File: config.mk
export PLATFORM = sky130hd
export DESIGN_NAME = decode
export DESIGN_NICKNAME = d
export VERILOG_FILES = /design/src/rtl/decode_pkg.sv /design/src/rtl/decode_regfile.sv /design/src/rtl/decode.sv
export SDC_FILE = /design/constraint.sdc
export NUM_CORES = 2
export LEC_CHECK = 0
export ABC_AREA = 1
export CAP_MARGIN = 15
export CORE_UTILIZATION = 26
export DETAILED_ROUTE_END_ITERATION = 7
export HOLD_SLACK_MARGIN = 0.06
export SYNTH_ARGS = -nofsm -noshare
export SYNTH_HDL_FRONTEND = slang
export SYNTH_SLANG_ARGS = --single-unit
File: constraint.sdc
create_clock -name clk -period 6.1 [get_ports clk]
set_input_delay 1.22 -clock clk [delete_from_list [all_inputs] [get_ports clk]]
set_output_delay 1.22 -clock clk [all_outputs]
set_load 0.01 [all_outputs]
File: src/rtl/decode_pkg.sv
// Shared decode definitions: opcodes, NOP, ALU codes, instruction field positions
// and immediate extraction helpers.
package decode_pkg;

  typedef enum logic [6:0] {
    OPC_LOAD   = 7'b0000011,
    OPC_OPIMM  = 7'b0010011,
    OPC_STORE  = 7'b0100011,
    OPC_OP     = 7'b0110011,
    OPC_LUI    = 7'b0110111,
    OPC_BRANCH = 7'b1100011,
    OPC_JAL    = 7'b1101111
  } opcode_t;

  typedef enum logic [2:0] {
    F3_BEQ  = 3'b000,
    F3_BNE  = 3'b001,
    F3_BLT  = 3'b100,
    F3_BGE  = 3'b101,
    F3_BLTU = 3'b110,
    F3_BGEU = 3'b111
  } br_funct3_t;

  localparam logic [31:0] NOP     = 32'h0000_0013;
  localparam logic [3:0]  ALU_ADD = 4'b0000;
  localparam logic [2:0]  F3_SR   = 3'b101;

  localparam int unsigned OPC_LSB = 0;
  localparam int unsigned RD_LSB  = 7;
  localparam int unsigned F3_LSB  = 12;
  localparam int unsigned RS1_LSB = 15;
  localparam int unsigned RS2_LSB = 20;
  localparam int unsigned F7_LSB  = 25;

  function automatic logic [31:0] imm_i(input logic [31:0] ins);
    return {{20{ins[31]}}, ins[31:20]};
  endfunction

  function automatic logic [31:0] imm_s(input logic [31:0] ins);
    return {{20{ins[31]}}, ins[31:25], ins[11:7]};
  endfunction

  function automatic logic [31:0] imm_b(input logic [31:0] ins);
    return {{19{ins[31]}}, ins[31], ins[7], ins[30:25], ins[11:8], 1'b0};
  endfunction

  function automatic logic [31:0] imm_u(input logic [31:0] ins);
    return {ins[31:12], 12'b0};
  endfunction

  function automatic logic [31:0] imm_j(input logic [31:0] ins);
    return {{11{ins[31]}}, ins[31], ins[19:12], ins[20], ins[30:21], 1'b0};
  endfunction

endpackage

File: src/rtl/decode_regfile.sv
// Register file: two combinational read ports with write-back bypass, one write
// port, x0 hard-wired to zero.
module regfile
  import decode_pkg::*;
#(
  parameter int unsigned datawidth = 32,
  parameter int unsigned regcount  = 32,
  localparam int unsigned AW = $clog2(regcount)
) (
  input  logic                 clk,
  input  logic                 rst,
  input  logic [AW-1:0]        i_raddr1,
  input  logic [AW-1:0]        i_raddr2,
  output logic [datawidth-1:0] o_rdata1,
  output logic [datawidth-1:0] o_rdata2,
  input  logic                 i_we,
  input  logic [AW-1:0]        i_waddr,
  input  logic [datawidth-1:0] i_wdata
);

  logic [datawidth-1:0] r_regs [regcount];

  always_ff @(posedge clk) begin
    if (rst) begin
      for (int unsigned i = 0; i < regcount; i++) r_regs[i] <= '0;
    end else if (i_we && i_waddr != '0) begin
      r_regs[i_waddr] <= i_wdata;
    end
  end

  always_comb begin
    o_rdata1 = '0;
    o_rdata2 = '0;
    if (i_raddr1 != '0) o_rdata1 = (i_we && i_waddr == i_raddr1) ? i_wdata : r_regs[i_raddr1];
    if (i_raddr2 != '0) o_rdata2 = (i_we && i_waddr == i_raddr2) ? i_wdata : r_regs[i_raddr2];
  end

endmodule

File: src/rtl/decode.sv
// Decode stage: IF/ID pipeline register, instruction decode, register-file read
// and branch resolution toward fetch.
module decode
  import decode_pkg::*;
#(
  parameter int unsigned datawidth = 32,
  parameter int unsigned regcount  = 32,
  localparam int unsigned AW = $clog2(regcount)
) (
  input  logic                 clk,
  input  logic                 rst,
  input  logic [31:0]          instruction,
  input  logic                 in_valid,
  input  logic                 stall,
  input  logic                 flush,
  input  logic                 wb_en,
  input  logic [AW-1:0]        wb_addr,
  input  logic [datawidth-1:0] wb_data,
  output logic [datawidth-1:0] rs1_data,
  output logic [datawidth-1:0] rs2_data,
  output logic [datawidth-1:0] imm,
  output logic [4:0]           rd,
  output logic [3:0]           alu_op,
  output logic                 reg_write,
  output logic                 mem_read,
  output logic                 mem_write,
  output logic                 illegal,
  output logic                 out_valid,
  output logic                 branch,
  output logic [31:0]          branch_offset
);

  logic [31:0] r_instr;
  logic        r_valid;

  always_ff @(posedge clk) begin
    if (rst || flush) begin
      r_instr <= NOP;
      r_valid <= 1'b0;
    end else if (!stall) begin
      r_instr <= instruction;
      r_valid <= in_valid;
    end
  end

  opcode_t    w_opc;
  logic [2:0] w_f3;
  logic       w_f7b5;
  assign w_opc  = opcode_t'(r_instr[OPC_LSB +: 7]);
  assign w_f3   = r_instr[F3_LSB +: 3];
  assign w_f7b5 = r_instr[F7_LSB + 5];

  logic [31:0] w_imm32;
  logic [3:0]  w_alu_op;
  logic        w_wr, w_mrd, w_mwr, w_is_br, w_is_jal, w_illegal;

  always_comb begin
    w_imm32   = '0;
    w_alu_op  = ALU_ADD;
    w_wr      = 1'b0;
    w_mrd     = 1'b0;
    w_mwr     = 1'b0;
    w_is_br   = 1'b0;
    w_is_jal  = 1'b0;
    w_illegal = 1'b0;
    case (w_opc)
      OPC_OP:     begin w_alu_op = {w_f7b5, w_f3}; w_wr = 1'b1; end
      OPC_OPIMM:  begin
        w_imm32  = imm_i(r_instr);
        // funct7[5] only selects SRA vs SRL; elsewhere those bits are immediate
        w_alu_op = {(w_f3 == F3_SR) & w_f7b5, w_f3};
        w_wr     = 1'b1;
      end
      OPC_LOAD:   begin w_imm32 = imm_i(r_instr); w_wr = 1'b1; w_mrd = 1'b1; end
      OPC_STORE:  begin w_imm32 = imm_s(r_instr); w_mwr = 1'b1; end
      OPC_BRANCH: begin w_imm32 = imm_b(r_instr); w_is_br = 1'b1; end
      OPC_LUI:    begin w_imm32 = imm_u(r_instr); w_wr = 1'b1; end
      OPC_JAL:    begin w_imm32 = imm_j(r_instr); w_wr = 1'b1; w_is_jal = 1'b1; end
      default:    w_illegal = 1'b1;
    endcase
  end

  logic [datawidth-1:0] w_rs1, w_rs2;

  regfile #(.datawidth(datawidth), .regcount(regcount)) u_regfile (
    .clk      (clk),
    .rst      (rst),
    .i_raddr1 (AW'(r_instr[RS1_LSB +: 5])),
    .i_raddr2 (AW'(r_instr[RS2_LSB +: 5])),
    .o_rdata1 (w_rs1),
    .o_rdata2 (w_rs2),
    .i_we     (wb_en),
    .i_waddr  (wb_addr),
    .i_wdata  (wb_data)
  );

  logic w_taken;
  always_comb begin
    w_taken = 1'b0;
    case (w_f3)
      F3_BEQ:  w_taken = (w_rs1 == w_rs2);
      F3_BNE:  w_taken = (w_rs1 != w_rs2);
      F3_BLT:  w_taken = ($signed(w_rs1) <  $signed(w_rs2));
      F3_BGE:  w_taken = ($signed(w_rs1) >= $signed(w_rs2));
      F3_BLTU: w_taken = (w_rs1 <  w_rs2);
      F3_BGEU: w_taken = (w_rs1 >= w_rs2);
      default: w_taken = 1'b0;
    endcase
  end

  assign rs1_data      = w_rs1;
  assign rs2_data      = w_rs2;
  assign imm           = datawidth'($signed(w_imm32));
  assign rd            = r_instr[RD_LSB +: 5];
  assign alu_op        = w_alu_op;
  assign illegal       = w_illegal;
  assign out_valid     = r_valid;
  assign reg_write     = r_valid & w_wr;
  assign mem_read      = r_valid & w_mrd;
  assign mem_write     = r_valid & w_mwr;
  assign branch        = r_valid & ((w_is_br & w_taken) | w_is_jal);
  assign branch_offset = branch ? $unsigned($signed(w_imm32) >>> 1) : '0;

endmodule

After elaboration in Yosys (flattened, before gate mapping)
Memory sizes are Yosys's and may differ from the RTL's. A register that Yosys moved wholly into a read port is not among the register bits.
Cells that the tools add are included.

storage, ports and cells
  memories kept = 1
  RAM bits = 1024
  ROM bits = 0
  register bits after elaboration = 33
  latch bits = 0
  bits of input ports = 75
  logic and storage cells = 68

memory list
  name              depth  bits a word  read ports  clocked after memory_dff  write ports  line                  source
  u_regfile.r_regs  32     32           2           2                         32           decode_regfile.sv:21  logic [datawidth-1:0] r_regs [regcount];

cells by class
  divide/modulo/power cells = 0
  multipliers = 0
  $lt $le $gt $ge = 4
  bitwise gates (word level) = 7
  equality and inequality tests = 16
  $add $sub $neg = 0
  multiplexer cells = 26
  reduce and logical (&&, ||, !) cells = 12
  shifts and indexed selects = 0

operators with widths
  cell                                                              number
  32-bit two-way mux                                                6
  32-bit case mux with 5 select lines                               1
  32-bit greater-or-equal comparator                                2
  32-bit less-than comparator                                       2
  32-bit == test                                                    1
  32-bit inequality test                                            1
  32-bit OR reduction                                               1
  5-bit two-way mux                                                 5
  7-bit by 6-bit == test with 1-bit output (second input constant)  3
  5-bit nonzero test                                                3
  7-bit == test (second input constant)                             2
  3-bit == test (second input constant)                             4
  1-bit two-way mux                                                 12
  5-bit == test                                                     2
  4-bit case mux with 2 select lines                                1
  7-bit by 2-bit == test with 1-bit output (second input constant)  1
  7-bit by 5-bit == test with 1-bit output (second input constant)  1
  7-bit OR reduction                                                1
  1-bit bitwise AND                                                 6
  1-bit case mux with 6 select lines                                1
  5-bit OR reduction                                                1
  3-bit by 1-bit == test with 1-bit output (second input constant)  1
  1-bit logical AND                                                 3
  3-bit zero test                                                   1
  3 further kinds                                                   3

Logic depth before layout (Yosys ltp)
  depth after elaboration = 10
  gate-level depth with buffers = 33

Hierarchy
Synthesis repeated with hierarchy kept, for this count alone.

second synthesis, totals
  cell total of the unflattened synthesis = 7890
  area total of the unflattened synthesis = 61212.5 um^2

modules (own cells, without submodules)
  module   cells an instance  area an instance (um^2)  seq. area each (um^2)  times used
  regfile  7429               58277.1                  30749.5                1
  decode   461                2935.3                   660.6                  1

Least setup slack after synthesis
No wires, ideal clock.

  path kind = input -> output
  start point = input port wb_addr[3]
  end point = output port branch_offset[31]
  required time = 4.880 ns
  arrival = 4.373 ns
  setup slack = 0.507 ns
  stages = 22
  path through = inv_1 > nand2_1 > a221oi_1 > and3_1 > clkbuf_1 > clkbuf_1 > a21oi_1 > a211oi_1 > ha_1 > a21oi_1 > o21a_1 > nand2_1 > a21oi_1 > nand3_1 > nand3_1 > nand2_1 > nand3_1 > nand2_1 > nand2_1 > nand2_2 > nor2_1 > buf_4

on the way
  cells in the longest elaborated chain, start to end = 10
  elaborated cells between the ends (all ways) = 19
  classes of those cells = order compare (4); eq/ne (4); mux (6); bitwise (3); reduce/logical (2)

RTL lines
  element                                                           line                  source
  from (decl)                                                       decode.sv:17          input logic [AW-1:0] wb_addr,
  5-bit == test *                                                   decode_regfile.sv:34  if (i_raddr1 != '0) o_rdata1 = (i_we && i_waddr == i_raddr1) ? i_wdata : r_regs[i_raddr1];
  1-bit logical AND *                                               decode_regfile.sv:34
  32-bit two-way mux * (2 in series)                                decode_regfile.sv:34
  via rs1_data[31]                                                  decode.sv:19          output logic [datawidth-1:0] rs1_data,
  32-bit greater-or-equal comparator, or another cell as far along  decode.sv:106         F3_BGEU: w_taken = (w_rs1 >= w_rs2);
  1-bit case mux with 6 select lines *                              decode.sv:100         case (w_f3)
  1-bit bitwise AND *                                               decode.sv:121         assign branch = r_valid & ((w_is_br & w_taken) | w_is_jal);
  1-bit OR *                                                        decode.sv:121
  1-bit bitwise AND *                                               decode.sv:121
  32-bit two-way mux *                                              decode.sv:122         assign branch_offset = branch ? $unsigned($signed(w_imm32) >>> 1) : '0;
  to (decl)                                                         decode.sv:30          output logic [31:0] branch_offset

The timed path passes the listed nets; every way through them passes the cells marked *.

==> impl_metrics.env <==
export IMPL_start_kind="flop"
export IMPL_finClkSkew_ps=5.74
export IMPL_crit_end="branch_offset[1]"
export IMPL_ys_flop_type="edfxtp_1"
export IMPL_setup_slack_ps=-255
export IMPL_first_pass_iters=7
export IMPL_drc=0
export IMPL_layout_drive_gt1_share=0.174
export IMPL_core_mm2=0.225
export IMPL_wl_per_cell_um=26.0
export IMPL_cts_max_path_buffers=3
export IMPL_yosys_area_top_type="edfxtp_1"
export IMPL_rows=174
export IMPL_h_tree_depth=3
export IMPL_cap_violations=0
export IMPL_setup_violations=33
export IMPL_synth_top_cell_area_share=0.523
export IMPL_syn_cell_area_mm2=0.0588
export IMPL_gr_usage_met3=0.0590
export IMPL_cp_end_kind="output port"
export IMPL_yosys_top_cells_count="nor2_1, edfxtp_1, a21oi_1"
export IMPL_cts_tree="done"
export IMPL_cts_sinks=1067
export IMPL_vdd_ir_drop_max_uv=270
export IMPL_fmax_mhz=157
export IMPL_yosysUniqueCellTypes=35
export IMPL_avgSynthCellArea_um2=8.49
export IMPL_ys_async_sr_fraction=0
export IMPL_grtUsageMet1=0.282
export IMPL_slew_headroom=0.194
export IMPL_cts_root_buf="clkbuf_16"
export IMPL_vias=57400
export IMPL_dp_hpwl_mm=156
export IMPL_drt_iter0_drc=9075
export IMPL_die_x_um=478
export IMPL_numCtsBuffers=119
export IMPL_hold_viol=0
export IMPL_gp_congestion=0.929
export IMPL_worstMarginPinSlew_ps=1200
export IMPL_area_growth_pct=29.4
export IMPL_fp_dieArea_mm2=0.228
export IMPL_final_cell_area_mm2=0.0760
export IMPL_viasPerCell=5.52
export IMPL_hold_path_class="flop to flop"
export IMPL_failed_checks="negative setup slack"
export IMPL_layout_nets=7403
export IMPL_yosysMostFrequentCell="nor2_1"
export IMPL_track_usage=0.219
export IMPL_grt_antenna_before_repair=12
export IMPL_crit_fanout=8
export IMPL_overflow=0
export IMPL_p_leak_nw=28.4
export IMPL_holdWs_ps=481
export IMPL_rsz0062_at_grt="true"
export IMPL_yosys_top_cells_area="edfxtp_1, a21oi_1, nor2_1"
export IMPL_total_power_mw=19.3
export IMPL_drv_slew=0
export IMPL_ant_nets=0
export IMPL_rr_startpoint="r_instr[20]"
export IMPL_post_dp_cell_area_mm2=0.0671
export IMPL_worstPathRequired_ps=4880
export IMPL_cp_arrival_ps=5130
export IMPL_reg2reg_depth=3
export IMPL_cp_slowest_cell="dfxtp_4"
export IMPL_grt_max_degree=75
export IMPL_synth_seq_area_share=0.538
export IMPL_top_usage_layer="met2"
export IMPL_num_fill_cells=22800
export IMPL_cpPeakStageDelay_ps=370
export IMPL_cpMostUsedCell="nand2_4"
export IMPL_crit_type="flop to output port"
export IMPL_synth_seq_cells=1067
export IMPL_clk_pin_slew_ps=60
export IMPL_start_util=0.262
export IMPL_globalRouteMet2Util=0.328
export IMPL_grt_pass1_wl_mm=368
export IMPL_r2r_slack_ps=5130
export IMPL_drt_wl_total_mm=270
export IMPL_grt_pass1_vias=53200
export IMPL_die_y_um=478
export IMPL_layout_worst_path_cycle_share=1.04
export IMPL_synthCells=6923
export IMPL_synth_edf_count=1024
export IMPL_powerDensity_mw_per_mm2=254
export IMPL_ios=218
export IMPL_period_needed_ps=6350
export IMPL_clk_latency_ps=760
export IMPL_ys_warn_count=0
export IMPL_run_status="finished, violations left"
export IMPL_portBuffers=217
layout by cell type (no fill, tap or decap), types with 12 or more instances in the layout:
cell             netlist  layout
nand3_2                0      80
o211ai_1             300     300
a21oi_1              900     785
bufinv_16              0      12
ha_4                   0      15
edfxtp_1            1024    1024
o21ai_1                2      80
a211oi_2               0      16
clkdlybuf4s50_1        0     174
nor2_1              1064    1040
a21oi_2                0     105
nand2_2                1      67
buf_2                163      24
inv_1                671     654
o221ai_1             106      81
nand2_1              705     632
o221ai_2               0      25
clkinv_1               1      37
o21ai_0              783     697
ha_1                  32      16
buf_12                 0      98
dfxtp_1               43      33
clkinv_2               0      26
clkbuf_1             432      23
buf_16                 0      45
buf_4                 13     426
nand3_1              554     469
clkbuf_16              0     158
buf_6                  0      55
nor2_2                 0      18
inv_2                  4      14
conb_1                 1      32
how the worst min path moves through the flow:
stage | slack [ps] | start | cells past startpoint | end
after floorplan | 440 | r_instr[0] | 2 | r_instr[0]
after global placement | 460 | r_instr[0] | 2 | r_instr[0]
after detailed placement | 460 | r_instr[1] | 2 | r_instr[1]
after CTS | 480 | r_instr[11] | 2 | r_instr[11]
after global routing | 500 | r_instr[11] | 2 | r_instr[11]
final | 480 | r_instr[10] | 2 | r_instr[10]
metal layers:
metal | vias up | wire, um
li1 | 24800 | -
met1 | 27700 | 99600
met2 | 4194 | 116000
met3 | 792 | 36600
met4 | 10 | 17700
met5 | - | 78
flip-flops by register name, summed over array words and instances, names as in the netlist, named ones only:
signal,cells
u_regfile.r_regs,1024
r_instr,32
out_valid,1
layout make-up:
| class | count | area (um2) | area share |
|---|---|---|---|
| clock inverter | 83 | 796 | 0.0105 |
| tap | 2992 | 3740 | 0.0492 |
| antenna | 2 | 5.00 | 0.0000658 |
| inverter | 676 | 2570 | 0.0338 |
| clock buffer | 142 | 3060 | 0.0403 |
| sequential | 1067 | 31600 | 0.416 |
| multi-input combinational | 4540 | 23800 | 0.313 |
| timing repair buffer | 892 | 10400 | 0.137 |
critical path, delay by kind of cell, from the launching register on:
family                     cells  cell delay (ps)
AOI/OAI and AO/OA              4              500
adders and majority gates      1              270
buffers and inverters         12             1770
DFF                            1              370
and+or+nand+nor               15             1420
metrics by stage:
| stage | setup WS [ps] | util | setup TNS (ps) | instances |
|---|---|---|---|---|
| 3_5_place_dp | -1230 | 0.299 | -37280 | 9981 |
| 5_1_grt | -430 | 0.338 | -11870 | 10400 |
| 2_1_floorplan | 507 | - | 0 | 6954 |
| 4_1_cts | -342 | 0.327 | -7890 | 10300 |
| 6_report | -255 | 0.338 | -5810 | 10400 |
| 3_3_place_gp | -1230 | 0.299 | -38060 | 9981 |
power by group:
group | total (mW) | internal, mW | switching, mW
Clock | 7.27 | 4.09 | 3.18
Sequential | 8.59 | 8.42 | 0.169
Combinational | 3.48 | 1.26 | 2.22
timing repair:
| action | in CTS | in global routing |
|---|---|---|
| endpoints found under the setup margin | 33 | 33 |
| hold buffers | 0 | 0 |
| pin swaps | 74 | 145 |
| gates cloned | 29 | 41 |
| buffers inserted | 84 | 33 |
| gates resized for setup | 326 | 422 |
cells by family (layout without fill, tap and decap cells):
| group | Yosys count | after routing | share of synthesized area |
|---|---|---|---|
| other cells | 1 | 34 | 0.0000638 |
| flops | 1067 | 1067 | 0.538 |
| simple gates | 2348 | 2348 | 0.163 |
| xor+xnor | 1 | 1 | 0.000149 |
| buf+inv | 1347 | 1793 | 0.0903 |
| fa+ha+maj | 32 | 32 | 0.00681 |
| compound gates | 2127 | 2127 | 0.202 |
No activity file was read; power rests on OpenSTA's default activity.
